**config.mk**
```make
export PLATFORM = sky130hd
export DESIGN_NAME = serial_input_capture
export DESIGN_NICKNAME = d
export VERILOG_FILES = /design/src/rtl/serial_input_capture.sv
export SDC_FILE = /design/constraint.sdc
export NUM_CORES = 1
export LEC_CHECK = 0
export ABC_AREA = 1
export CAP_MARGIN = 5
export CORE_ASPECT_RATIO = 0.7
export CORE_MARGIN = 5
export CORE_UTILIZATION = 55
export CTS_CLUSTER_DIAMETER = 60
export DETAILED_ROUTE_END_ITERATION = 12
export GPL_ROUTABILITY_DRIVEN = 0
export PLACE_DENSITY = 0.87
export SLEW_MARGIN = 0
export SYNTH_ARGS = -nofsm -noshare
export SYNTH_HDL_FRONTEND = slang
export SYNTH_SLANG_ARGS = --single-unit
```
**constraint.sdc**
```tcl
create_clock -name clk_32 -period 4 [get_ports clk_32]
set_input_delay 0.4 -clock clk_32 [delete_from_list [all_inputs] [get_ports clk_32]]
set_output_delay 0.4 -clock clk_32 [all_outputs]
set_load 0.03 [all_outputs]
```
**src/rtl/serial_input_capture.sv**
```systemverilog
`timescale 1ns/1ps
// Purpose: deserialise 32-bit MSB-first words from ser_clk/ser_in/cs_n, stream each to an FT245-style FIFO as 4 bytes.
// Latency: word_valid SYNC_STAGES+1 cycles after the first edge sampling ser_clk high for bit 32; 1+WR_LOW_CYCLES+1+1 cycles per byte.
// Backpressure: ft2_txe_n_in high stalls the writer; a word completing while the writer is busy is dropped (overflow).
// Option: define SER_RX_ERR_CNT_EN to add the saturating err_count output.
module serial_input_capture #(
    parameter int SYNC_STAGES   = 2,
    parameter int WR_LOW_CYCLES = 2
) (
    input  logic        clk_32,
    input  logic        rst,
    input  logic        ser_in,
    input  logic        ser_clk,
    input  logic        cs_n,
    input  logic        ft2_txe_n_in,
    output logic [7:0]  ft2_d_out,
    output logic        ft2_wr_n_out,
    output logic [31:0] word_out,
    output logic        word_valid,
    output logic        frame_err,
    output logic        overflow,
`ifdef SER_RX_ERR_CNT_EN
    output logic [7:0]  err_count,
`endif
    output logic        busy
);

    localparam logic [2:0] LOW_LAST = 3'(WR_LOW_CYCLES - 1);

    typedef enum logic {RX_IDLE, RX_SHIFT} rx_state_t;
    typedef enum logic [2:0] {W_IDLE, W_WAIT, W_SETUP, W_STROBE, W_HOLD} w_state_t;

    // Synchroniser chains; equal depth keeps the three link signals phase-aligned.
    logic [SYNC_STAGES-1:0] sclk_sync;
    logic [SYNC_STAGES-1:0] sdat_sync;
    logic [SYNC_STAGES-1:0] cs_sync;
    logic [1:0]             txe_sync;
    logic                   sclk_prev;

    logic sclk_s, sdat_s, cs_s, txe_s, rise;

    rx_state_t rx_state, rx_next;
    w_state_t  w_state, w_next;

    // shreg holds the first 31 bits; bit 32 goes straight into cap with them.
    logic [30:0] shreg;
    logic [31:0] cap;
    logic [5:0]  bit_cnt;
    logic        extra;
    logic        pending;

    logic shift_en, last_bit, extra_hit, frame_end, frame_bad, load, drop;

    logic [31:0] hold;
    logic [1:0]  byte_idx;
    logic [2:0]  low_cnt;

    assign sclk_s = sclk_sync[SYNC_STAGES-1];
    assign sdat_s = sdat_sync[SYNC_STAGES-1];
    assign cs_s   = cs_sync[SYNC_STAGES-1];
    assign txe_s  = txe_sync[1];
    assign rise   = sclk_s & ~sclk_prev;

    // Input synchronisers plus the previous ser_clk value for edge detection.
    always_ff @(posedge clk_32) begin
        if (rst) begin
            sclk_sync <= '0;
            sdat_sync <= '0;
            cs_sync   <= '1;
            txe_sync  <= 2'b11;
            sclk_prev <= 1'b0;
        end else begin
            sclk_sync <= {sclk_sync[SYNC_STAGES-2:0], ser_clk};
            sdat_sync <= {sdat_sync[SYNC_STAGES-2:0], ser_in};
            cs_sync   <= {cs_sync[SYNC_STAGES-2:0], cs_n};
            txe_sync  <= {txe_sync[0], ft2_txe_n_in};
            sclk_prev <= sclk_s;
        end
    end

    // Receive FSM state register.
    always_ff @(posedge clk_32) begin
        if (rst) rx_state <= RX_IDLE;
        else     rx_state <= rx_next;
    end

    // Receive FSM next state: frame is bounded by synchronised cs_n.
    always_comb begin
        rx_next = rx_state;
        case (rx_state)
            RX_IDLE:  if (!cs_s) rx_next = RX_SHIFT;
            RX_SHIFT: if (cs_s)  rx_next = RX_IDLE;
            default:             rx_next = RX_IDLE;
        endcase
    end

    // Receive FSM decode; a bit arriving with cs_n deassert is taken before the frame is judged.
    always_comb begin
        shift_en  = (rx_state == RX_SHIFT) && rise && (bit_cnt < 6'd32);
        last_bit  = shift_en && (bit_cnt == 6'd31);
        extra_hit = (rx_state == RX_SHIFT) && rise && (bit_cnt == 6'd32);
        frame_end = (rx_state == RX_SHIFT) && cs_s;
        frame_bad = frame_end && (((bit_cnt != 6'd32) && !last_bit) || extra || extra_hit);
        load      = pending && !busy;
        drop      = pending && busy;
    end

    // Receive datapath: shift bits, hand finished words to the writer, raise status pulses.
    always_ff @(posedge clk_32) begin
        if (rst) begin
            shreg      <= '0;
            cap        <= '0;
            bit_cnt    <= '0;
            extra      <= 1'b0;
            pending    <= 1'b0;
            word_out   <= '0;
            word_valid <= 1'b0;
            frame_err  <= 1'b0;
            overflow   <= 1'b0;
        end else begin
            word_valid <= 1'b0;
            frame_err  <= 1'b0;
            overflow   <= 1'b0;
            pending    <= 1'b0;
            if ((rx_state == RX_IDLE) && !cs_s) begin
                shreg   <= '0;
                bit_cnt <= '0;
                extra   <= 1'b0;
            end
            if (shift_en) begin
                shreg   <= {shreg[29:0], sdat_s};
                bit_cnt <= bit_cnt + 6'd1;
            end
            if (last_bit) begin
                cap     <= {shreg, sdat_s};
                pending <= 1'b1;
            end
            if (extra_hit) extra     <= 1'b1;
            if (frame_bad) frame_err <= 1'b1;
            if (load) begin
                word_out   <= cap;
                word_valid <= 1'b1;
            end
            if (drop) overflow <= 1'b1;
        end
    end

    // Byte-writer FSM state register.
    always_ff @(posedge clk_32) begin
        if (rst) w_state <= W_IDLE;
        else     w_state <= w_next;
    end

    // Byte-writer next state: wait for FIFO space, set up data, strobe, hold.
    always_comb begin
        w_next = w_state;
        case (w_state)
            W_IDLE:   if (load) w_next = W_WAIT;
            W_WAIT:   if (!txe_s) w_next = W_SETUP;
            W_SETUP:  w_next = W_STROBE;
            W_STROBE: if (low_cnt == LOW_LAST) w_next = W_HOLD;
            W_HOLD:   w_next = (byte_idx == 2'd3) ? W_IDLE : W_WAIT;
            default:  w_next = W_IDLE;
        endcase
    end

    // Byte-writer datapath: holding register, byte index, strobe width counter, busy flag.
    always_ff @(posedge clk_32) begin
        if (rst) begin
            hold     <= '0;
            byte_idx <= '0;
            low_cnt  <= '0;
            busy     <= 1'b0;
        end else begin
            case (w_state)
                W_IDLE: if (load) begin
                    hold     <= cap;
                    byte_idx <= 2'd0;
                    busy     <= 1'b1;
                end
                W_SETUP:  low_cnt <= '0;
                W_STROBE: low_cnt <= low_cnt + 3'd1;
                W_HOLD: begin
                    if (byte_idx == 2'd3) busy <= 1'b0;
                    else                  byte_idx <= byte_idx + 2'd1;
                end
                default: ;
            endcase
        end
    end

    // Byte-writer outputs: data valid from setup through hold, strobe low only in W_STROBE.
    always_comb begin
        ft2_wr_n_out = (w_state != W_STROBE);
        ft2_d_out    = 8'h00;
        if ((w_state == W_SETUP) || (w_state == W_STROBE) || (w_state == W_HOLD)) begin
            case (byte_idx)
                2'd0:    ft2_d_out = hold[31:24];
                2'd1:    ft2_d_out = hold[23:16];
                2'd2:    ft2_d_out = hold[15:8];
                default: ft2_d_out = hold[7:0];
            endcase
        end
    end

`ifdef SER_RX_ERR_CNT_EN
    logic [8:0] err_sum;
    assign err_sum = {1'b0, err_count} + 9'(frame_err) + 9'(overflow);

    // Saturating count of error pulses; two simultaneous pulses add two.
    always_ff @(posedge clk_32) begin
        if (rst)                err_count <= '0;
        else if (err_sum > 9'd255) err_count <= 8'hFF;
        else                    err_count <= err_sum[7:0];
    end
`endif

endmodule
```
* Word level (Yosys, flattened, before mapping)
Index checks and enable logic that the tools add are counted.
Storage, ports and cells: logic and storage cells 96, bits in writable memories 0, memory bits (read-only) 0, output and inout port bits 45, memories kept 0, flip-flop bits (word level) 157, latch bits 0, bits of input ports 6
Cells by class: multiply operators 0, divide/modulo/power cells 0, magnitude comparators 1, shifts and indexed selects 0, muxes and demuxes 25, equal/unequal tests 17, bitwise gates (word level) 3, reduce and logical (&&, ||, !) cells 27, $add $sub $neg 3
Operators with widths (number):
- $mux 31 | 2
- $pmux 8 s3 | 1
- $pmux 3 s5 | 1
- $mux 6 | 2
- $logic_and 1x1->1 | 10
- $mux 1 | 10
- $ne 2x2->1 const B | 5
- $mux 3 | 3
- $reduce_and 3->1 | 3
- $mux 8 | 1
- $reduce_bool 2->1 | 4
- $add 6x1->6 const B | 1
- $eq 3x1->1 const B | 2
- $eq 3x2->1 const B | 2
- $eq 6x5->1 const B | 1
- $eq 6x6->1 const B | 1
- $lt 6x6->1 const B | 1
- $ne 6x6->1 const B | 1
- $pmux 3 s2 | 1
- $eq 2x2->1 const B | 2
- $logic_or 1x1->1 | 4
- $mux 2 | 2
- $pmux 2 s2 | 1
- $add 3x1->3 const B | 1
- 11 further kinds | 14

* Longest topological paths before layout
Gate-level depths: netlist of run 1.
word-level depth 11, depth in mapped cells 9, depth with buffers taken out 8

* Worst setup path before layout of run 1
No wires, ideal clock.
kind reg-to-output, from register byte_idx[0], to output ft2_d_out[1], cell stages (with the launch flop) 8, slack 2.165 ns, path buffers 1, data required time 3.600 ns, data arrival time 1.435 ns, path through dfxtp_1 inv_1 ha_1 clkbuf_1 nand2_1 nand3_1 nand2_1 a21oi_1
On the way: longest elaborated chain between the ends 3, elaborated cells between the ends (all ways) 5, classes of those cells 2 x eq/ne; 2 x mux; 1 x reduce/logical
Ends and longest elaborated chain:
- from (decl) | RTL line 55 | logic [1:0] byte_idx;
- from (signal assigned) | RTL line 185 | else byte_idx <= byte_idx + 2'd1;
- $eq 2x2->1 (tied with other cells) | RTL line 197 | case (byte_idx)
- $pmux 8 s3 * | RTL line 197
- $mux 8 * | RTL line 196 | if ((w_state == W_SETUP) || (w_state == W_STROBE) || (w_state == W_HOLD)) begin
- to (decl) | RTL line 16 | output logic [7:0] ft2_d_out,
Every way passes the cells marked *; elsewhere a longest branch is shown, timed or not.

* Final worst setup path of run 1
from register byte_idx[0], to output ft2_d_out[6]
Same word-level chain as after synthesis.

==> results of run 1 <==
stage by stage:
step	cell area (µm²)	util, %	setup slack (ns)	power [mW]
final	6970	66.8	1.29	3.20
after global routing	6970	66.8	1.16	3.30
after CTS	6970	66.8	1.30	3.22
after detailed placement	6390	61.2	1.73	1.65
after global placement	6390	61.2	1.77	1.65
after floorplan	5940	-	2.16	1.64
worst max path at each step:
stage                             start                  end  cells after the start
6_report       byte_idx[0]$_SDFFE_PP0P_         ft2_d_out[6]                      7
4_1_cts        byte_idx[0]$_SDFFE_PP0P_         ft2_d_out[2]                      7
2_1_floorplan  byte_idx[0]$_SDFFE_PP0P_         ft2_d_out[1]                      7
3_3_place_gp    w_state[0]$_SDFFE_PP0P_         ft2_d_out[6]                      6
5_1_grt        byte_idx[0]$_SDFFE_PP0P_         ft2_d_out[3]                      7
3_5_place_dp        rx_state$_SDFF_PP0_  cap[4]$_SDFFE_PP0P_                      5
kinds of logic after synthesis:
group | after synthesis | synth area share, %
buffers and inverters | 91 | 7.00
and+or+nand+nor | 398 | 27.1
adders and majority gates | 8 | 1.69
DFF | 157 | 52.9
AOI/OAI and AO/OA | 128 | 11.3
cell usage after synthesis:
cell type / n
a211oi_1: 7
a21oi_1: 77
a2bb2oi_1: 1
buf_1: 4
buf_2: 11
buf_4: 6
buf_6: 5
clkbuf_1: 20
clkinv_1: 1
dfxtp_1: 157
ha_1: 8
inv_1: 43
inv_2: 1
nand2_1: 242
nand2_2: 2
nand3_1: 56
nand4_1: 1
nor2_1: 87
nor2_2: 1
nor2_4: 3
nor3_1: 1
o211ai_1: 1
o21ai_0: 40
o21bai_1: 1
o22ai_1: 1
or2_2: 5
worst max-delay path: stages (launching register included):
cell             delay (ns)
dfxtp_1                0.34
inv_1                  0.12
ha_1                   0.34
nand2_1                0.10
nand3_1                0.12
nand2_1                0.06
a21oi_1                0.13
clkdlybuf4s50_1        0.69
state kept, by name, summed over array words and instances, names as in the netlist, 3 cells and up:
| signal | count |
|---|---|
| hold | 32 |
| cap | 32 |
| low_cnt | 3 |
| bit_cnt | 6 |
| shreg | 31 |
| w_state | 3 |
| word_out | 32 |
layout make-up:
class                   count  area [µm²]
clock inverters            10         115
inverters                  45         169
repair buffers             55         533
well taps                 132         165
fillers                   784        3460
multi-input cells         534        2380
clock buffers              21         470
flip-flops and latches    157        3140
power by group through the flow:
| stage | clock network [mW] | logic (mW) | registers, mW |
|---|---|---|---|
| after floorplan | 0 | 0.0354 | 1.60 |
| final | 1.58 | 0.0503 | 1.57 |
| after detailed placement | 0 | 0.0493 | 1.60 |
| after global routing | 1.67 | 0.0545 | 1.57 |
| after CTS | 1.60 | 0.0496 | 1.57 |
| after global placement | 0 | 0.0484 | 1.60 |
layer usage:
layer | vias to the layer above | track usage [%] | part of all wire, %
met4 | 0 | 6.65 | 1.6
li1 | 2551 | - | -
met1 | 2429 | 29.2 | 43
met3 | 29 | 6.79 | 9.2
met5 | - | 0 | 0
met2 | 234 | 33.2 | 46
==> reports/qor.yml, run 1 <==
syn_to_final_growth_pct: 17.5
tightest_slew_ns: 0.976
numClockSinks: 157
p_seq_share_pct: 49.0
hold_end: "rx_state$_SDFF_PP0_"
worstReg2RegStart: "rx_state$_SDFF_PP0_"
powerDensity_nw_per_um2: 459
htreeDepth: 4
ff2ff_setup_slack_ns: 1.67
fin_setup_tns_ns: 0
ys_ff_latch: 157
layout-drive-gt1-share_pct: 5.96
status: "complete, no violations"
drtIter0Drc: 607
timing.rr.end: "cap[4]$_SDFFE_PP0P_"
min_period_over_period_pct: 67.8
antenna_found_initial: 0
max_freq_mhz: 369
crit_type: "flop to primary output"
syn_inst: 782
hold_depth: 2
synth_area_leaders: "dfxtp_1 (53%), nand2_1 (15%), a21oi_1 (6.5%), nor2_1 (5.5%), nand3_1 (4.7%)"
grt_pass1_wl_mm: 22.9
ys_types: 26
comb_power_share_pct: 1.6
cellLeakagePower_nw: 2.66
endpoint_kind: "primary output"
clock-root-buffer: "clkbuf_16"
cell_internal_pwr_mw: 2.54
whs_ns: 0.311
final_cell_count_no_fill: 954
antenna_cells: 0
finalMaxSlewViolations: 0
cts_buffer_depth: 2
min_period_ns: 2.71
wl_per_cell_um: 14.5
grt_usage_pct: 21.6
vias: 5243
fp-row-count: 31
cap_violations: 0
syn_area_per_cell_um2: 7.59
cts_setup_buffers: 0
layout_common_cells: "nand2_1 (242), dfxtp_1 (157), nor2_1 (87)"
clk_latency_ns: 0.42
die_w_um: 134
sw_frac_of_total_pct: 20.6
cts_tree: "built"
hold_violations: 0
synth_top_area_share_pct: 52.9
p_sw_uw: 659
finClkSkew_ns: 0.00563
cts_resized: 0
clkTransAtPathRegs_ns: 0.06
die_y_um: 96.9
final_nets: 824
coreArea_um2: 10400
hold_buffers: 0
initial_core_util_pct: 56.9
dp_cells: 923
hp-start: "rst"
ir_drop_mv: 0.312
grt-ovfl-total: 0
grt_max_degree: 75
setup_viol: 0
final_common_cell: "nand2_1"
yosysSeqAreaShare_pct: 52.9
crit_required_ns: 3.60
ys_warn_count: 0
dieArea_um2: 13000
synth_nets: 796
io_pins: 51
cp_data_arrival_time_ns: 2.31
critPathLaunchType: "flop"
drc: 0
r2r.worst_path.cells: 5
relSlewSlack_pct: 34.9
wl_mm: 13.8
dpl.hpwl_mm: 8.58
io_buffers: 50
holdCritPathClass: "primary input to flop"
synth.cell_area_um2: 5940
clkPwrFrac_pct: 49.4
crit_fanout: 8
dr.pass1.iters: 5
vias_per_cell: 5.50
cts-buffers-inserted: 17
rsz0062_at_grt: "no"
ant_nets: 0
yosys.area.top_type: "dfxtp_1"
grt_pass1_vias: 4814
(Power assumes the default switching activity.)
==> run 2, diff against run 1 <==
==> constraint.sdc (replaced) <==
create_clock -name clk_32 -period 2.7 [get_ports clk_32]
set_input_delay 0.27 -clock clk_32 [delete_from_list [all_inputs] [get_ports clk_32]]
set_output_delay 0.27 -clock clk_32 [all_outputs]
set_load 0.03 [all_outputs]
==> reports/qor.yml, run 2 (synthesis results as in run 1) <==
tightest_slew_ns: 0.803
crit_type: "flop to primary output"
die_y_um: 96.9
wl_per_cell_um: 14.4
hold_violations: 0
powerDensity_nw_per_um2: 683
dp_cells: 927
numClockSinks: 157
dr.pass1.iters: 5
grt_pass1_wl_mm: 23.4
fin_setup_tns_ns: 0
min_period_ns: 2.54
ir_drop_mv: 0.512
cap_violations: 0
min_period_over_period_pct: 94.1
critical_path.startpoint: "byte_idx[0]$_SDFFE_PP0P_"
worstReg2RegStart: "rx_state$_SDFF_PP0_"
vias: 5202
max_freq_mhz: 393
cts_tree: "built"
setup_viol: 0
rsz0062_at_grt: "no"
critPathLaunchType: "flop"
syn_to_final_growth_pct: 18.2
clk_latency_ns: 0.42
coreArea_um2: 10400
vias_per_cell: 5.42
cellLeakagePower_nw: 2.69
crit_fanout: 8
grt_max_degree: 63
r2r.worst_path.cells: 6
layout-drive-gt1-share_pct: 6.65
htreeDepth: 4
grt-ovfl-total: 0
timing.rr.end: "cap[3]$_SDFFE_PP0P_"
clkTransAtPathRegs_ns: 0.06
antenna_cells: 0
cp_data_arrival_time_ns: 2.27
final_nets: 828
antenna_found_initial: 0
die_w_um: 134
relSlewSlack_pct: 46.3
largest_registers: "cap (32), hold (32), word_out (32)"
finClkSkew_ns: 0.00668
initial_core_util_pct: 56.9
crit_end: "ft2_d_out[6]"
final_common_cell: "nand2_1"
drtIter0Drc: 601
layout_common_cells: "nand2_1 (242), dfxtp_1 (157), nor2_1 (87)"
endpoint_kind: "primary output"
holdCritPathClass: "primary input to flop"
drc: 0
wl_mm: 13.8
grt_usage_pct: 21.7
final_cell_count_no_fill: 959
ff2ff_setup_slack_ns: 0.51
dieArea_um2: 13000
crit_required_ns: 2.43
cts_buffer_depth: 2
clock-root-buffer: "clkbuf_16"
io_pins: 51
io_buffers: 50
fp-row-count: 31
cts-buffers-inserted: 17
ant_nets: 0
grt_pass1_vias: 4735
dpl.hpwl_mm: 8.64
status: "complete, no violations"
finalMaxSlewViolations: 0
[run 2: cell type report]
class                      count  area [µm²]
clock buffer                  18         429
clock inverter                14         168
fill                         798        3410
inverter                      45         169
multi-input combinational    534        2380
sequential                   157        3140
tap                          132         165
timing repair buffer          59         563
[run 2: worst min path at each step]
| stage | startpoint | to | slack [ns] | cells after the start |
|---|---|---|---|---|
| 2_1_floorplan | cs_n | cs_sync[0]$_SDFF_PP1_ | 0.37 | 1 |
| 3_3_place_gp | sclk_sync[0]$_SDFF_PP0_ | sclk_sync[1]$_SDFF_PP0_ | 0.39 | 2 |
| 3_5_place_dp | sclk_sync[0]$_SDFF_PP0_ | sclk_sync[1]$_SDFF_PP0_ | 0.39 | 2 |
| 4_1_cts | rst | shreg[0]$_SDFFE_PP0P_ | 0.30 | 3 |
| 5_1_grt | rst | overflow$_SDFF_PP0_ | 0.34 | 3 |
| 6_report | rst | shreg[1]$_SDFFE_PP0P_ | 0.30 | 3 |
[run 2: critical path, cell delays in order (launching register included)]
cell and delay [ns]:
dfxtp_1 0.34, inv_1 0.11, ha_1 0.31, nand2_1 0.09
nand3_1 0.10, nand2_1 0.07, a21oi_1 0.15, clkdlybuf4s50_1 0.69
[run 2: stage by stage]
stage               instance area, µm²  power [mW]  hold WS, ns  worst slack (ns)  utilization (%)
finish                            7020        4.79        0.304             0.159             67.3
global route                      7020        4.91        0.337            0.0106             67.3
CTS                               7020        4.81        0.301             0.136             67.2
detailed placement                6420        2.45        0.395             0.586             61.5
global placement                  6420        2.45        0.390             0.665             61.5
floorplan                         5940        2.43        0.374             0.995                -
[run 2: repair_timing]
item / CTS / global route
gates resized for setup: 0 / 1
setup endpoints to repair: 0 / 8
setup buffers: 0 / 0
hold buffers: 0 / 0
[run 2: metal layers]
metal  wire length, µm  vias to the layer above  GRT usage (%)  part of all wire [%]
li1                  -                     2563              -                     -
met1              6130                     2380           30.3                    44
met2              6270                      233           32.8                    45
met3              1240                       26           6.28                   8.9
met4               208                        0           6.03                   1.5
met5                 0                        -              0                     0
[run 2: power breakdown]
group	internal (mW)	switching [mW]	leakage, nW	total [mW]
clock network	1.45	0.935	0.286	2.39
logic	0.0194	0.0571	1.14	0.0765
registers	2.32	0.00268	1.27	2.33
total	3.80	0.995	2.69	4.79
